--- src/rtl/peak_meter_pkg.sv ---
// -----------------------------------------------------------------------------
// peak_meter_pkg
// Shared definitions for the LED peak meter and its level quantiser.
//   - hold_state_t : encoding of the peak-hold dot state machine
//   - clog2        : ceil(log2(n)), usable in constant expressions
//   - cnt_width    : counter width for a terminal count (never below 1 bit)
//   - LVL_W / HOLD_CNT_W / DECAY_CNT_W : widths for the default build
//     (8 LEDs, 16 hold updates, 2 decay updates)
// -----------------------------------------------------------------------------
package peak_meter_pkg;

  typedef enum logic [1:0] {
    IDLE = 2'd0,
    HOLD = 2'd1,
    FALL = 2'd2
  } hold_state_t;

  function automatic int clog2(input int value);
    int res;
    res = 0;
    for (int p = 1; p < value; p = p * 2) begin
      res = res + 1;
    end
    return res;
  endfunction

  function automatic int cnt_width(input int terminal);
    return (clog2(terminal) < 1) ? 1 : clog2(terminal);
  endfunction

  localparam int DEF_BUS_WIDTH     = 12;
  localparam int DEF_NUM_LEDS      = 8;
  localparam int DEF_HOLD_UPDATES  = 16;
  localparam int DEF_DECAY_UPDATES = 2;

  localparam int LVL_W       = clog2(DEF_NUM_LEDS) + 1;
  localparam int HOLD_CNT_W  = cnt_width(DEF_HOLD_UPDATES);
  localparam int DECAY_CNT_W = cnt_width(DEF_DECAY_UPDATES);

endpackage

--- src/rtl/peak_level_quant.sv ---
// -----------------------------------------------------------------------------
// peak_level_quant
// Combinational quantiser: maps a peak word to an LED level 0..NUM_LEDS.
// Zero maps to level 0; any non-zero word maps to its top log2(NUM_LEDS)
// bits plus one, so the smallest non-zero peak still lights one LED.
// Ports:
//   i_peak [BUS_WIDTH-1:0]  peak word
//   o_lvl  [LVL_WIDTH-1:0]  quantised level
// -----------------------------------------------------------------------------
module peak_level_quant
  import peak_meter_pkg::*;
#(
  parameter int BUS_WIDTH = DEF_BUS_WIDTH,
  parameter int NUM_LEDS  = DEF_NUM_LEDS,
  localparam int LOG2_LEDS = clog2(NUM_LEDS),
  localparam int LVL_WIDTH = LOG2_LEDS + 1
) (
  input  logic [BUS_WIDTH-1:0] i_peak,
  output logic [LVL_WIDTH-1:0] o_lvl
);

  localparam logic [LVL_WIDTH-1:0] LVL_ONE = LVL_WIDTH'(1);

  logic [LOG2_LEDS-1:0] w_top;

  assign w_top = i_peak[BUS_WIDTH-1 -: LOG2_LEDS];

  always_comb begin
    o_lvl = '0;
    if (i_peak != '0) begin
      o_lvl = {1'b0, w_top} + LVL_ONE;
    end
  end

endmodule

--- src/rtl/peak_meter.sv ---
// -----------------------------------------------------------------------------
// peak_meter
// LED bar-graph level meter fed by the ADC peak detector. Each valid peak is
// quantised to a level; the bar jumps up instantly and decays one LED every
// DECAY_UPDATES strobes, while a single hold dot stays put for HOLD_UPDATES
// strobes and then falls one LED per strobe (never below the bar).
// State only advances on strobes; all outputs are registered.
// Optional build macro: PEAK_METER_CLIP_EN enables the clip indicator;
// without it clip_out is tied low.
// Ports:
//   dclk        sample clock, rising edge
//   rst         synchronous active-high reset (wins over peak_valid)
//   peak_in     peak word, sampled when peak_valid=1
//   peak_valid  one-cycle strobe for a new peak
//   bar_out     thermometer bar, bit k set iff k < bar level
//   hold_out    one-hot hold dot at bit (hold level - 1), zero at level 0
//   level_out   current bar level in binary
//   clip_out    clip indicator (0 unless PEAK_METER_CLIP_EN)
// -----------------------------------------------------------------------------
module peak_meter
  import peak_meter_pkg::*;
#(
  parameter int BUS_WIDTH     = DEF_BUS_WIDTH,
  parameter int NUM_LEDS      = DEF_NUM_LEDS,
  parameter int HOLD_UPDATES  = DEF_HOLD_UPDATES,
  parameter int DECAY_UPDATES = DEF_DECAY_UPDATES,
  localparam int LVL_WIDTH    = clog2(NUM_LEDS) + 1
) (
  input  logic                 dclk,
  input  logic                 rst,
  input  logic [BUS_WIDTH-1:0] peak_in,
  input  logic                 peak_valid,
  output logic [NUM_LEDS-1:0]  bar_out,
  output logic [NUM_LEDS-1:0]  hold_out,
  output logic [LVL_WIDTH-1:0] level_out,
  output logic                 clip_out
);

  localparam int HCW = cnt_width(HOLD_UPDATES);
  localparam int DCW = cnt_width(DECAY_UPDATES);

  localparam logic [HCW-1:0]       HOLD_LAST  = HCW'(HOLD_UPDATES - 1);
  localparam logic [DCW-1:0]       DECAY_LAST = DCW'(DECAY_UPDATES - 1);
  localparam logic [HCW-1:0]       HCNT_ONE   = HCW'(1);
  localparam logic [DCW-1:0]       DCNT_ONE   = DCW'(1);
  localparam logic [LVL_WIDTH-1:0] LVL_ONE    = LVL_WIDTH'(1);

  // State registers
  logic [LVL_WIDTH-1:0] r_bar_level;
  logic [LVL_WIDTH-1:0] r_hold_level;
  logic [DCW-1:0]       r_decay_cnt;
  logic [HCW-1:0]       r_hold_cnt;
  hold_state_t          r_state;
  logic [NUM_LEDS-1:0]  r_bar_out;
  logic [NUM_LEDS-1:0]  r_hold_out;

  // Next-state wires
  logic [LVL_WIDTH-1:0] w_new_lvl;
  logic [LVL_WIDTH-1:0] w_bar_next;
  logic [LVL_WIDTH-1:0] w_bar_dec;
  logic [DCW-1:0]       w_decay_next;
  logic [LVL_WIDTH-1:0] w_hold_next;
  logic [LVL_WIDTH-1:0] w_hold_dec;
  logic [LVL_WIDTH-1:0] w_fall_lvl;
  logic [HCW-1:0]       w_hold_cnt_next;
  hold_state_t          w_state_next;
  logic [NUM_LEDS-1:0]  w_bar_therm;
  logic [NUM_LEDS-1:0]  w_hold_onehot;

  peak_level_quant #(
    .BUS_WIDTH (BUS_WIDTH),
    .NUM_LEDS  (NUM_LEDS)
  ) u_quant (
    .i_peak (peak_in),
    .o_lvl  (w_new_lvl)
  );

  // ---------------------------------------------------------------------------
  // Bar: instant attack, stepped decay. The decay path only runs when the new
  // level is below the bar, so the bar is at least 1 and cannot underflow.
  // ---------------------------------------------------------------------------
  assign w_bar_dec = (r_bar_level != '0) ? (r_bar_level - LVL_ONE) : '0;

  always_comb begin
    w_bar_next   = r_bar_level;
    w_decay_next = r_decay_cnt;
    if (w_new_lvl >= r_bar_level) begin
      w_bar_next   = w_new_lvl;
      w_decay_next = '0;
    end else if (r_decay_cnt == DECAY_LAST) begin
      w_bar_next   = (w_bar_dec > w_new_lvl) ? w_bar_dec : w_new_lvl;
      w_decay_next = '0;
    end else begin
      w_decay_next = r_decay_cnt + DCNT_ONE;
    end
  end

  // ---------------------------------------------------------------------------
  // Hold dot FSM. A new level at or above the dot always re-arms the hold,
  // whatever the current state. While falling, the dot is clamped to the
  // bar value produced by this same update so it never drops below the bar.
  // ---------------------------------------------------------------------------
  assign w_hold_dec = (r_hold_level != '0) ? (r_hold_level - LVL_ONE) : '0;
  assign w_fall_lvl = (w_hold_dec > w_bar_next) ? w_hold_dec : w_bar_next;

  always_comb begin
    w_state_next    = r_state;
    w_hold_next     = r_hold_level;
    w_hold_cnt_next = r_hold_cnt;
    if ((w_new_lvl != '0) && (w_new_lvl >= r_hold_level)) begin
      w_hold_next     = w_new_lvl;
      w_hold_cnt_next = '0;
      w_state_next    = HOLD;
    end else begin
      case (r_state)
        IDLE: begin
          w_state_next = IDLE;
        end
        HOLD: begin
          if (r_hold_cnt == HOLD_LAST) begin
            w_hold_cnt_next = '0;
            w_state_next    = FALL;
          end else begin
            w_hold_cnt_next = r_hold_cnt + HCNT_ONE;
          end
        end
        FALL: begin
          w_hold_next = w_fall_lvl;
          if (w_fall_lvl == '0) begin
            w_state_next = IDLE;
          end
        end
        default: begin
          w_state_next    = IDLE;
          w_hold_next     = '0;
          w_hold_cnt_next = '0;
        end
      endcase
    end
  end

  // ---------------------------------------------------------------------------
  // LED decode of the next levels, registered together with the state so the
  // pins change on the same edge as the levels.
  // ---------------------------------------------------------------------------
  genvar gi;
  generate
    for (gi = 0; gi < NUM_LEDS; gi = gi + 1) begin : g_led
      assign w_bar_therm[gi]   = (LVL_WIDTH'(gi) < w_bar_next);
      assign w_hold_onehot[gi] = (w_hold_next == LVL_WIDTH'(gi + 1));
    end
  endgenerate

  always_ff @(posedge dclk) begin
    if (rst) begin
      r_bar_level  <= '0;
      r_hold_level <= '0;
      r_decay_cnt  <= '0;
      r_hold_cnt   <= '0;
      r_state      <= IDLE;
      r_bar_out    <= '0;
      r_hold_out   <= '0;
    end else if (peak_valid) begin
      r_bar_level  <= w_bar_next;
      r_hold_level <= w_hold_next;
      r_decay_cnt  <= w_decay_next;
      r_hold_cnt   <= w_hold_cnt_next;
      r_state      <= w_state_next;
      r_bar_out    <= w_bar_therm;
      r_hold_out   <= w_hold_onehot;
    end
  end

  assign bar_out   = r_bar_out;
  assign hold_out  = r_hold_out;
  assign level_out = r_bar_level;

  // ---------------------------------------------------------------------------
  // Clip indicator: set by a full-scale strobe, cleared after HOLD_UPDATES
  // consecutive strobes below full scale. A full-scale strobe restarts it.
  // ---------------------------------------------------------------------------
`ifdef PEAK_METER_CLIP_EN
  logic           r_clip;
  logic [HCW-1:0] r_clip_cnt;

  always_ff @(posedge dclk) begin
    if (rst) begin
      r_clip     <= 1'b0;
      r_clip_cnt <= '0;
    end else if (peak_valid) begin
      if (&peak_in) begin
        r_clip     <= 1'b1;
        r_clip_cnt <= '0;
      end else if (r_clip) begin
        if (r_clip_cnt == HOLD_LAST) begin
          r_clip     <= 1'b0;
          r_clip_cnt <= '0;
        end else begin
          r_clip_cnt <= r_clip_cnt + HCNT_ONE;
        end
      end
    end
  end

  assign clip_out = r_clip;
`else
  assign clip_out = 1'b0;
`endif

endmodule

--- config.mk ---
export PLATFORM = sky130hd
export DESIGN_NAME = peak_meter
export DESIGN_NICKNAME = d
export VERILOG_FILES = /design/src/rtl/peak_meter_pkg.sv /design/src/rtl/peak_level_quant.sv /design/src/rtl/peak_meter.sv
export SDC_FILE = /design/constraint.sdc
export NUM_CORES = 1
export LEC_CHECK = 0
export BUFFER_PORTS_ARGS = -buffer_cell sky130_fd_sc_hd__buf_2
export CAP_MARGIN = 10
export CORE_UTILIZATION = 50
export CTS_CLUSTER_SIZE = 40
export DETAILED_ROUTE_END_ITERATION = 10
export PLACE_DENSITY = 0.72
export SYNTH_ARGS = -nofsm -noshare
export SYNTH_HDL_FRONTEND = slang
export SYNTH_HIERARCHICAL = 1
export SYNTH_SLANG_ARGS = --single-unit
--- constraint.sdc ---
create_clock -name dclk -period 16.1 [get_ports dclk]
set_clock_uncertainty 0.2 [all_clocks]
set_input_delay 3.22 -clock dclk [delete_from_list [all_inputs] [get_ports dclk]]
set_output_delay 3.22 -clock dclk [all_outputs]
set_load 0.05 [all_outputs]
## Yosys cells after proc, flatten, opt, wreduce, memory -nomap -nowiden

Index checks and enable logic that the tools add are counted.

- $add $sub $neg: 5
- Magnitude comparators: 12
- Eq/ne operators: 14
- Mux-type cells: 18
- Reduce and logical (&&, ||, !) cells: 11

Operator list:

| operator | count |
|---|---|
| 4-bit 2-to-1 mux | 10 |
| 4-bit by 3-bit equality test with 1-bit output (second input constant) | 4 |
| 3-bit by 4-bit less-than comparator with 1-bit output (first input constant) | 4 |
| 4-bit case mux with 2 select lines | 2 |
| 12-bit nonzero test | 1 |
| 4-bit nonzero test | 3 |
| 4-bit by 2-bit equality test with 1-bit output (second input constant) | 2 |
| 4-bit equality test (second input constant) | 2 |
| 4-bit greater-or-equal comparator | 2 |
| 4-bit greater-than comparator | 2 |
| 1-bit by 4-bit less-than comparator with 1-bit output (first input constant) | 2 |
| 2-bit by 4-bit less-than comparator with 1-bit output (first input constant) | 2 |
| 4-bit by 1-bit subtractor with 4-bit output (second input constant) | 2 |
| 2-bit 2-to-1 mux | 3 |
| 3-bit != test (second input constant) | 2 |
| 3-bit by 1-bit adder with 4-bit output (second input constant) | 1 |
| 4-bit by 1-bit adder with 4-bit output (second input constant) | 1 |
| 4-bit by 1-bit equality test with 1-bit output (second input constant) | 1 |
| 4-bit zero test | 1 |
| 2-bit case mux with 2 select lines | 1 |
| 2-bit OR reduction | 2 |
| 3-bit AND reduction | 1 |
| 2-bit by 1-bit equality test with 1-bit output (second input constant) | 1 |
| 2-bit equality test (second input constant) | 1 |
| 6 further kinds | 7 |

- Bits in registers: 31
- Bits of input ports: 15
- Output and inout port bits: 21
- Logic and storage cells: 67

## Logic depth before layout (Yosys ltp)

Gate-level depths: netlist of the first run.

- Depth after elaboration: 12
- Gate-level depth with buffers: 20
- Gate-level depth less buffers: 19

## By module

The synthesis of the first run kept the hierarchy.

Modules (own cells, without submodules):

| module | times used | cells each | area each (um^2) | seq. area each (um^2) |
|---|---|---|---|---|
| peak_meter | 1 | 261 | 2,185.8 | 600.6 |
| peak_level_quant | 1 | 10 | 88.8 | 0.0 |

## Worst setup path after synthesis of the first run

OpenSTA, ideal clock, no wires.

- Path kind: input-to-reg
- From: input port peak_in[9]
- To: register r_hold_out[7], in the netlist hold_out[7]
- Library setup time: 96 ps
- Data arrival time: 7,007 ps
- Required time: 15,804 ps
- Slack: 8,797 ps
- Stages on the path: 17
- Buffers on the path: 0
- Cell sequence: ha_1 inv_1 a31oi_1 inv_1 ha_1 nor2b_1 o211ai_1 a21o_1 o21ai_0 a32oi_1 ha_1 a21o_1 o21a_1 nand3_4 a21oi_1 o31a_4 o41ai_2

- Longest elaborated chain between the ends: 11
- Elaborated cells between the ends (all ways): 16
- Those cells by class: add/sub (1); order compare (4); eq/ne (1); mux (7); reduce/logical (3)

Ends and longest elaborated chain:

| item | line | text |
|---|---|---|
| from (decl) | peak_meter.sv:31 | `input logic [BUS_WIDTH-1:0] peak_in,` |
| 3-bit by 1-bit adder with 4-bit output or 12-bit nonzero test (tied branches) | peak_level_quant.sv:31, peak_level_quant.sv:30 |  |
| 4-bit 2-to-1 mux * | peak_level_quant.sv:30 | `if (i_peak != '0) begin` |
| via w_new_lvl[1] | peak_meter.sv:58 | `logic [LVL_WIDTH-1:0] w_new_lvl;` |
| 4-bit greater-than comparator | peak_meter.sv:91 | `w_bar_next = (w_bar_dec > w_new_lvl) ? w_bar_dec : w_new_lvl;` |
| 4-bit 2-to-1 mux | peak_meter.sv:91 |  |
| 4-bit 2-to-1 mux | peak_meter.sv:90 | `end else if (r_decay_cnt == DECAY_LAST) begin` |
| 4-bit 2-to-1 mux | peak_meter.sv:87 | `if (w_new_lvl >= r_bar_level) begin` |
| 4-bit greater-than comparator | peak_meter.sv:104 | `assign w_fall_lvl = (w_hold_dec > w_bar_next) ? w_hold_dec : w_bar_next;` |
| 4-bit 2-to-1 mux | peak_meter.sv:104 |  |
| 4-bit case mux with 2 select lines | peak_meter.sv:115 | `case (r_state)` |
| 4-bit 2-to-1 mux * | peak_meter.sv:110 | `if ((w_new_lvl != '0) && (w_new_lvl >= r_hold_level)) begin` |
| 4-bit equality test * | peak_meter.sv:150 | `assign w_hold_onehot[gi] = (w_hold_next == LVL_WIDTH'(gi + 1));` |
| to (signal assigned) | peak_meter.sv:170 | `r_hold_out <= w_hold_onehot;` |
| to (decl) | peak_meter.sv:55 | `logic [NUM_LEDS-1:0] r_hold_out;` |

Mark *: on every way through the listed nets, which the timed path passes. The rest lies on a longest branch.
A chain may end at the register's enable or synchronous reset.

## Worst setup path in the final report of the first run

- From: input port peak_in[9]
- To: register r_hold_out[4], in the netlist hold_out[4]

- Longest elaborated chain between the ends: 11
- Elaborated cells between the ends (all ways): 16
- Those cells by class: add/sub (1); order compare (4); eq/ne (1); mux (7); reduce/logical (3)

Ends and longest elaborated chain:

| item | line |
|---|---|
| 3-bit by 1-bit adder with 4-bit output or 12-bit nonzero test (tied branches) | peak_level_quant.sv:31, peak_level_quant.sv:30 |
| 4-bit 2-to-1 mux * | peak_level_quant.sv:30 |
| via w_new_lvl[1] | peak_meter.sv:58 |
| 4-bit greater-than comparator | peak_meter.sv:91 |
| 4-bit 2-to-1 mux | peak_meter.sv:91 |
| 4-bit 2-to-1 mux | peak_meter.sv:90 |
| 4-bit 2-to-1 mux | peak_meter.sv:87 |
| 4-bit greater-than comparator | peak_meter.sv:104 |
| 4-bit 2-to-1 mux | peak_meter.sv:104 |
| 4-bit case mux with 2 select lines | peak_meter.sv:115 |
| 4-bit 2-to-1 mux * | peak_meter.sv:110 |
| 4-bit by 3-bit equality test with 1-bit output * | peak_meter.sv:150 |

Marks and branches as above.

==> flow_summary_export.csv, run 1 <==
group,metric,value,unit
global_route,grtUsageMet3,4.51,%
cells_and_area,final_nets,331,
worst_setup_path,path_class,"input pin to flop",
synthesis,synth_common_cells,"30 x dfxtp_1, 22 x nor2_1, 19 x nand2_1, 18 x a21oi_1, 17 x ha_1",
cells_and_area,final_core_util,58.4,%
power,finalPower,0.280,mW
synthesis,syn_avg_cell_area,8.39,µm²
sta,finalMaxSlewViolations,0,
routing,route.detailed.drc,0,
global_route,use_met1,30.8,%
cells_and_area,area_growth,11.9,%
place,gp_congestion,0.881,
synthesis,synth_top_cell_area_share,26.4,%
routing,vias,2135,
floorplanning,dieArea,4820,µm²
worst_setup_path,worst_setup_path_end_kind,"flop",
synthesis,synth_cells,271,
worst_setup_path,cp_data_arrival_time,7.71,ns
sta,period_minus_slack,7.73,ns
power,p_int,0.162,mW
global_route,grt_pass1_wl,9.05,mm
global_route,antenna_found_initial,0,
cells_and_area,fillers,402,
clock_network,cts_max_level,2,
synthesis,synth-edff-count,0,
hold_path,min_delay_path_depth,2,
worst_setup_path,reg2reg_to,"hold_out[4]$_SDFFE_PP0P_",
worst_setup_path,start_kind,"input pin",
hold_path,min_path_type,"flop to flop",
place,postPlaceCellArea,2450,µm²
global_route,grt_pass1_vias,1940,
synthesis,yosysUniqueCellTypes,67,
clock_network,cts_sinks,30,
cells_and_area,num_antenna_cells,0,
power,clock_power_share,22.4,%
hold_path,holdPathEnd,"hold_out[6]$_SDFFE_PP0P_",
sta,finalHoldViolations,0,
clock_network,insertion_delay,0.28,ns
routing,wl_per_cell,14.6,µm
place,dp_hpwl,3.76,mm
global_route,globalRouteOverflowTotal,0,
clock_network,holdBufCountCts,0,
sta,setup-violations-final,0,
synthesis,synth.area.top_cells,"dfxtp_1 26%, ha_1 9.4%, a21oi_1 4.0%",
power,swShare,42.3,%
floorplanning,fp.coreArea,4350,µm²
power,seqPwrFrac,31.3,%
global_route,grt_util_met2,37.4,%
clock_network,clk_path_buf_depth,2,
global_route,grt_max_degree,40,
routing,vias_per_cell,6.07,
global_route,track_usage,23.0,%
worst_setup_path,ff2ff_setup_slack,11.51,ns
global_route,grt.busiest_layer,"met2",
clock_network,cts-root-buf,"clkbuf_8",
floorplanning,start_util,52.2,%
worst_setup_path,r2r_cells,16,
clock_network,cts_buffers,5,
clock_network,cts_resized,0,
run_status,status,"finished clean",
hold_path,hold_start,"hold_out[6]$_SDFFE_PP0P_",
clock_network,post-cts-setup-buffer-count,0,
sta,rsz0062_at_grt,"no",
sta,max_freq,0.129,GHz
synthesis,yosys_warnings,6,
routing,firstDrtPassIters,4,
sta,finalCritPeriodShare,48.0,%
floorplanning,die_h,69.5,µm
power,combPwrFrac,46.3,%
synthesis,synthArstFlopShare,0,%
sta,max_slew_margin,47.2,%
routing,drt-total-wl,5.13,mm
synthesis,syn_area,2270,µm²
power,total_leakage_power,1.07,nW
power,switchingPower,0.119,mW
cells_and_area,drive_gt1_share,20.7,%
routing,drt_iter0_markers,136,
synthesis,ys_seq_area_share,26.4,%
routing,ant_nets,0,
clock_network,clkTransAtPathRegs,0.06,ns
worst_setup_path,r2r-start,"level_out[0]$_SDFFE_PP0P_",
power,p_per_area,110,nW/µm²
synthesis,synth_area_leader_cell,"dfxtp_1",
clock_network,tritoncts,"done",
synthesis,synthFlopType,"dfxtp_1",
place,port_buffers,34,
synthesis,synth.most_common_cell,"dfxtp_1",
cells_and_area,design_area,2540,µm²
worst_setup_path,worstPathRequired,16.08,ns
sta,tightest_slew,0.788,ns
power,ir_worst_vdd,0.0844,mV
synthesis,synth_seq_cells,30,
floorplanning,row_count,24,
synthesis,syn-num-nets,303,
floorplanning,io_pins,36,
floorplanning,die_w,69.5,µm
worst_setup_path,cp_max_fo,8,
sta,setup-tns-final,0,ns
run,maxCapViolCount,0,
[metal layers]
metal | vias up | share of wire, % | routed length (µm)
met2 | 50 | 47 | 2430
met3 | 9 | 4.1 | 212
met1 | 1006 | 47 | 2420
li1 | 1070 | - | -
met4 | 0 | 1.4 | 74
met5 | - | 0 | 0
[power by group through the flow]
stage	clock [mW]	combinational (mW)	sequential [mW]
final	0.0628	0.130	0.0878
after global routing	0.0668	0.144	0.0890
after CTS	0.0640	0.129	0.0878
after detailed placement	0	0.128	0.0894
after global placement	0	0.127	0.0891
after floorplan	0	0.0895	0.103
[state kept, by name, indices dropped and copies added (netlist names)]
register      count
level_out         4
hold_out          8
bar_out           7
r_state           2
r_hold_level      4
r_hold_cnt        4
r_decay_cnt       1
[worst max-delay path: stages]
cell and delay (ns):
buf_2 0.12, ha_1 0.27, inv_1 0.03, a31oi_1 0.54
inv_1 0.17, ha_1 0.34, nor2b_1 0.13, o211ai_1 0.27
a21o_1 0.19, o21ai_0 0.08, a32oi_1 0.52, ha_1 0.39
a21o_1 0.22, o21a_1 0.23, nand3_4 0.14, a2111oi_4 0.09
nand3b_1 0.30, and2_1 0.20, a32o_1 0.24
[cells by family after synthesis]
group                      after synthesis  synth area share, %
AOI/OAI and AO/OA                       88                 29.5
muxes                                    7                 3.14
and+or+nand+nor                        101                 26.4
xor gates and xnor gates                 1                0.385
adders and majority gates               17                 9.35
DFF                                     30                 26.4
buffers and inverters                   26                 4.62
other                                    1                0.165
[layout by cell type (no fill, tap or decap), types with 3 or more instances in the layout]
cell type	Yosys	layout
and3_1	3	3
o22ai_1	3	3
and2_1	5	5
o211ai_1	3	3
a21o_1	6	6
a211oi_1	7	7
a21oi_1	18	18
inv_1	13	13
o31ai_1	3	3
dfxtp_1	30	30
nand2_1	19	19
nand3_1	5	5
nor2_1	22	22
nand2b_1	9	9
mux2i_1	6	6
nor2b_1	4	4
ha_1	17	17
nor3b_1	3	3
nor3_1	5	5
o21ai_1	4	4
nor4_2	3	3
clkbuf_8	0	6
o21a_1	3	3
a31oi_1	6	6
o21ai_0	12	12
buf_2	0	34
[worst max-delay path by stage]
stage | slack, ns | cells past startpoint | endpoint | start
detailed placement | 8.12 | 19 | hold_out[4]$_SDFFE_PP0P_ | peak_in[9]
global placement | 8.22 | 19 | hold_out[1]$_SDFFE_PP0P_ | peak_in[9]
CTS | 8.41 | 19 | hold_out[4]$_SDFFE_PP0P_ | peak_in[9]
global route | 8.01 | 20 | hold_out[1]$_SDFFE_PP0P_ | peak_in[9]
floorplan | 8.80 | 17 | hold_out[7]$_SDFFE_PP0P_ | peak_in[9]
finish | 8.37 | 19 | hold_out[4]$_SDFFE_PP0P_ | peak_in[9]
[metrics by stage]
stage	worst slack, ns	std cells	hold slack (ns)
CTS	8.41	352	0.249
floorplan	8.80	271	0.249
finish	8.37	352	0.243
detailed placement	8.12	344	0.240
global route	8.01	352	0.282
global placement	8.22	344	0.232
[area by class of cell]
cell class | count | area, µm² | share of cell area, %
multi-input cells | 215 | 1570 | 61.7
flip-flops and latches | 30 | 601 | 23.6
repair buffers | 34 | 170 | 6.69
clock buffers | 7 | 86.3 | 3.39
well taps | 52 | 65.1 | 2.56
inverters | 13 | 48.8 | 1.92
clock inverters | 1 | 5.00 | 0.197
Power figures use the tool's default switching activity.
==> run 2, diff against run 1 <==
ABC_AREA = 1   (was unset)
PLACE_DENSITY = 0.75   (was 0.72)
clock period = 7 ns   (was 16.1 ns; I/O delays follow)
==> flow_summary_export.csv, run 2 <==
group,metric,value,unit
sta,max_slew_margin,53.9,%
sta,rsz0062_at_grt,"no",
synthesis,synth_top_cell_area_share,27.0,%
cells_and_area,multiInputGateArea,1410,µm²
clock_network,clkTransAtPathRegs,0.06,ns
synthesis,synth.area.top_cells,"dfxtp_1 27%, nand2_1 11%, ha_1 9.6%",
place,dp_hpwl,3.74,mm
hold_path,min_path_type,"flop to flop",
clock_network,holdBufCountCts,0,
sta,tightest_slew,0.692,ns
global_route,grt_pass1_vias,1886,
synthesis,synth_cells,333,
power,ir_worst_vdd,0.115,mV
place,dp_slack,1.47,ns
cells_and_area,fillers,405,
cells_and_area,drive_gt1_share,25.0,%
floorplanning,io_pins,36,
sta,finalHoldViolations,0,
routing,ant_nets,0,
global_route,grt_pass1_wl,7.91,mm
cells_and_area,area_growth,13.0,%
synthesis,yosys_warnings,6,
worst_setup_path,worst_setup_path_end_kind,"flop",
routing,vias_per_cell,5.11,
worst_setup_path,cp_max_fo,6,
floorplanning,start_util,53.7,%
run_status,status,"finished clean",
routing,drt-total-wl,4.84,mm
clock_network,tritoncts,"done",
place,gp_congestion,0.899,
routing,wl_per_cell,11.6,µm
synthesis,synth_area_leader_cell,"dfxtp_1",
worst_setup_path,worstPathRequired,6.95,ns
clock_network,cts_resized,0,
cells_and_area,final_common_cell,"nand2_1",
floorplanning,row_count,23,
routing,vias,2137,
power,finalPower,0.700,mW
global_route,grt_max_degree,29,
synthesis,synth_common_cells,"67 x nand2_1, 41 x inv_1, 40 x a21oi_1, 35 x nor2_1, 30 x dfxtp_1",
sta,finalMaxSlewViolations,0,
worst_setup_path,start_kind,"input pin",
power,total_leakage_power,1.22,nW
cells_and_area,final_cell_mix,"67 x nand2_1, 41 x inv_1, 40 x a21oi_1, 35 x nor2_1, 34 x buf_2",
synthesis,synth-edff-count,0,
routing,route.detailed.drc,0,
floorplanning,fp.coreArea,4140,µm²
synthesis,synth.most_common_cell,"nand2_1",
worst_setup_path,cp_data_arrival_time,5.25,ns
floorplanning,dieArea,4730,µm²
global_route,antenna_found_initial,0,
cells_and_area,seq_area,601,µm²
clock_network,cts-root-buf,"clkbuf_8",
synthesis,ys_seq_area_share,27.0,%
global_route,globalRouteOverflowTotal,0,
floorplanning,die_w,68.7,µm
sta,setup-violations-final,0,
sta,setup-tns-final,0,ns
power,p_per_area,278,nW/µm²
routing,firstDrtPassIters,4,
synthesis,synthFlopType,"dfxtp_1",
clock_network,cts_buffers,5,
sta,finalCritPeriodShare,75.6,%
clock_network,clk_path_buf_depth,2,
synthesis,synth_seq_cells,30,
clock_network,cts_max_level,2,
worst_setup_path,path_class,"input pin to flop",
cells_and_area,final_nets,399,
clock_network,cts_sinks,30,
synthesis,yosysUniqueCellTypes,35,
synthesis,syn-num-nets,365,
place,port_buffers,34,
global_route,track_usage,22.8,%
sta,max_freq,0.189,GHz
sta,hold_slack,0.266,ns
routing,drt_iter0_markers,83,
synthesis,synthArstFlopShare,0,%
floorplanning,die_h,68.7,µm
cells_and_area,largest_register_ffs,8,
cells_and_area,num_antenna_cells,0,
synthesis,syn_area,2230,µm²
clock_network,post-cts-setup-buffer-count,0,
sta,period_minus_slack,5.29,ns
synthesis,syn_avg_cell_area,6.69,µm²
sta,worst_slack,1.71,ns
run,maxCapViolCount,0,
clock_network,insertion_delay,0.28,ns
-- run 2: changes by cell type in the layout (fill, tap and decap cells not counted), sizes merged, moves of 4 or more --
cell,change
nor2b,-4
nand2b,-9
a21oi,+29
or3b,-4
nor2,+18
nand3,+12
and2,-6
a31oi,-4
a21o,-7
a211oi,-7
inv,+36
nand2,+65
mux2i,-6
nor4,-4
-- run 2: cells by family after synthesis --
group           Yosys count  synth area share (%)
xor+xnor                  1                 0.393
flops                    30                  27.0
compound gates           72                  19.1
simple gates            156                  34.0
buf+inv                  56                  9.77
other cells               1                 0.168
fa+ha+maj                17                  9.55
-- run 2: power breakdown --
group          internal (mW)  leakage, nW  switching (mW)
Combinational          0.107        0.926           0.244
Clock                 0.0791       0.0482          0.0627
Sequential             0.190        0.246          0.0156
-- run 2: worst paths after layout --
kind                        startpoint  slack (ns)                  endpoint  depth (start not counted)
max reg2reg  level_out[1]$_SDFFE_PP0P_        3.10  hold_out[1]$_SDFFE_PP0P_                         26
min reg2reg    bar_out[3]$_SDFFE_PP0P_        0.27   bar_out[3]$_SDFFE_PP0P_                          2
max                         peak_in[9]        1.71  hold_out[1]$_SDFFE_PP0P_                         27
min            bar_out[3]$_SDFFE_PP0P_        0.27   bar_out[3]$_SDFFE_PP0P_                          2
-- run 2: metrics by stage --
step	cells	utilization (%)	area, µm²
floorplan	333	-	2230
global placement	410	58.5	2430
detailed placement	410	58.5	2430
CTS	418	60.7	2520
global route	418	60.7	2520
finish	418	60.7	2520
-- run 2: area by class of cell --
class / instances / area share (%)
Clock buffer: 7 / 3.43
Timing Repair Buffer: 34 / 6.76
Tap cell: 50 / 2.49
Sequential cell: 30 / 23.9
Inverter: 49 / 7.31
Clock inverter: 1 / 0.199
Multi-Input combinational cell: 247 / 56.0
-- run 2: worst max-delay path, stage by stage --
cell and delay [ns]:
buf_2 0.12, ha_1 0.20, xnor2_1 0.12, a21oi_1 0.54, inv_1 0.15, ha_1 0.34
nand2_1 0.08, inv_2 0.04, nand3_1 0.11, nand2_2 0.10, inv_1 0.10, a21oi_1 0.06
or3_1 0.32, nand2_2 0.11, inv_1 0.07, ha_1 0.27, nand2_1 0.05, inv_1 0.09
nand4_2 0.19, nand2_4 0.14, nand2_1 0.06, nand2_1 0.07, nand2_1 0.07, a21oi_1 0.19
nor2_1 0.11, nand2_1 0.10, a21oi_2 0.05
-- run 2: layer usage --
| metal | GRT usage (%) | vias up | share of wire (%) |
|---|---|---|---|
| met5 | 0 | - | 0 |
| met4 | 7.65 | 0 | 1.1 |
| met3 | 6.58 | 8 | 4.0 |
| met2 | 38.6 | 48 | 47 |
| met1 | 27.5 | 932 | 48 |
| li1 | - | 1149 | - |
==> run 3, diff against run 2 <==
clock period = 4.6 ns   (was 7 ns; I/O delays follow)
==> flow_summary_export.csv, run 3 (same netlist as run 2, synthesis figures left out) <==
group,metric,value,unit
floorplanning,start_util,53.7,%
power,p_per_area,435,nW/µm²
worst_setup_path,ff2ff_setup_slack,0.78,ns
global_route,antenna_found_initial,0,
sta,finalCritPeriodShare,91.9,%
global_route,grt_pass1_vias,1953,
clock_network,insertion_delay,0.28,ns
worst_setup_path,critical_path.max_stage_delay,0.32,ns
worst_setup_path,cp_max_fo,5,
sta,finalMaxSlewViolations,0,
clock_network,cts_sinks,30,
worst_setup_path,crit_top_cell,"nand2_1",
power,ir_worst_vdd,0.232,mV
cells_and_area,largest_register_ffs,8,
sta,max_freq,0.237,GHz
worst_setup_path,startpoint,"peak_in[9]",
global_route,grt_max_degree,29,
place,dp_hpwl,3.97,mm
worst_setup_path,critPathBufInv,6,
clock_network,clk_path_buf_depth,2,
routing,drt_iter0_markers,101,
global_route,track_usage,24.4,%
routing,ant_nets,0,
place,port_buffers,34,
sta,hold_slack,0.262,ns
clock_network,cts-root-buf,"clkbuf_8",
worst_setup_path,crit_slowest_cell,"or3_1",
global_route,grt_pass1_wl,8.63,mm
sta,rsz0062_at_grt,"no",
sta,finalHoldViolations,0,
sta,tightest_slew,0.504,ns
run_status,status,"finished clean",
hold_path,min_path_type,"flop to flop",
cells_and_area,final_common_cell,"nand2_1",
floorplanning,dieArea,4730,µm²
power,total_leakage_power,1.27,nW
floorplanning,fp.coreArea,4140,µm²
clock_network,tritoncts,"done",
routing,drt-total-wl,4.99,mm
floorplanning,io_pins,36,
worst_setup_path,path_depth,29,
power,finalPower,1.13,mW
sta,max_slew_margin,66.4,%
cells_and_area,final_nets,407,
hold_path,holdPathEnd,"bar_out[3]$_SDFFE_PP0P_",
cells_and_area,final_cell_mix,"67 x nand2_1, 41 x inv_1, 39 x a21oi_1, 34 x nor2_1, 34 x buf_2",
sta,period_minus_slack,4.23,ns
hold_path,min_delay_path_depth,2,
routing,firstDrtPassIters,4,
sta,setup-violations-final,0,
cells_and_area,num_antenna_cells,0,
worst_setup_path,reg2reg_to,"hold_out[5]$_SDFFE_PP0P_",
worst_setup_path,cp_data_arrival_time,4.24,ns
worst_setup_path,worst_setup_path_end_kind,"flop",
worst_setup_path,r2r_cells,28,
global_route,globalRouteOverflowTotal,0,
worst_setup_path,start_kind,"input pin",
hold_path,hold_start,"bar_out[3]$_SDFFE_PP0P_",
routing,route.detailed.drc,0,
worst_setup_path,crit_family,"simple AND/OR/NAND/NOR gates",
cells_and_area,drive_gt1_share,27.4,%
floorplanning,row_count,23,
place,gp_congestion,0.906,
routing,wl_per_cell,11.7,µm
worst_setup_path,path_class,"input pin to flop",
run,maxCapViolCount,0,
worst_setup_path,r2r-start,"level_out[0]$_SDFFE_PP0P_",
sta,setup-tns-final,0,ns
floorplanning,die_h,68.7,µm
floorplanning,die_w,68.7,µm
clock_network,cts_max_level,2,
worst_setup_path,worstPathRequired,4.61,ns
clock_network,cts_buffers,5,
routing,vias,2191,
cells_and_area,area_growth,16.8,%
routing,vias_per_cell,5.14,
clock_network,clkTransAtPathRegs,0.06,ns
[run 3: worst max-delay path by stage]
stage,endpoint,slack (ns)
2_1_floorplan,hold_out[0]$_SDFFE_PP0P_,0.23
3_3_place_gp,hold_out[0]$_SDFFE_PP0P_,0.13
3_5_place_dp,hold_out[5]$_SDFFE_PP0P_,0.02
4_1_cts,hold_out[5]$_SDFFE_PP0P_,0.28
5_1_grt,hold_out[0]$_SDFFE_PP0P_,0.04
6_report,hold_out[5]$_SDFFE_PP0P_,0.37
[run 3: power by group]
group / internal, mW / switching, mW
Clock: 0.159 / 0.0967
Combinational: 0.183 / 0.377
Sequential: 0.290 / 0.0253
Total: 0.632 / 0.499
[run 3: area by class of cell]
cell class                 instances  area (µm²)
clock buffer                       5        68.8
multi-input combinational        247        1420
fill                             404        1540
sequential                        30         601
timing repair buffer              42         230
tap                               50        62.6
clock inverter                     3        40.0
inverter                          49         184
[run 3: worst min-delay path, stage by stage (launching register included)]
cell,delay (ns)
dfxtp_1,0.31
nand2_1,0.06
a21oi_1,0.05
[run 3: repair_timing]
action | CTS | global route
gates resized for setup | 0 | 2
hold buffers | 0 | 0
endpoints found under the setup margin | 0 | 9
buffers inserted | 0 | 0
[run 3: metal layers]
layer / vias up / global-route usage, % / wire length (µm)
met5: - / 0 / 0
met4: 0 / 6.89 / 52
met3: 7 / 4.44 / 218
met2: 48 / 40.7 / 2340
met1: 973 / 31.9 / 2380
li1: 1163 / - / -
[run 3: through the flow]
stage / cells / setup slack, ns / util [%] / instance area (µm²)
2_1_floorplan: 333 / 0.231 / - / 2230
3_3_place_gp: 418 / 0.129 / 60.0 / 2490
3_5_place_dp: 418 / 0.0194 / 60.0 / 2490
4_1_cts: 426 / 0.282 / 62.6 / 2590
5_1_grt: 426 / 0.0434 / 62.8 / 2600
6_report: 426 / 0.375 / 62.8 / 2600
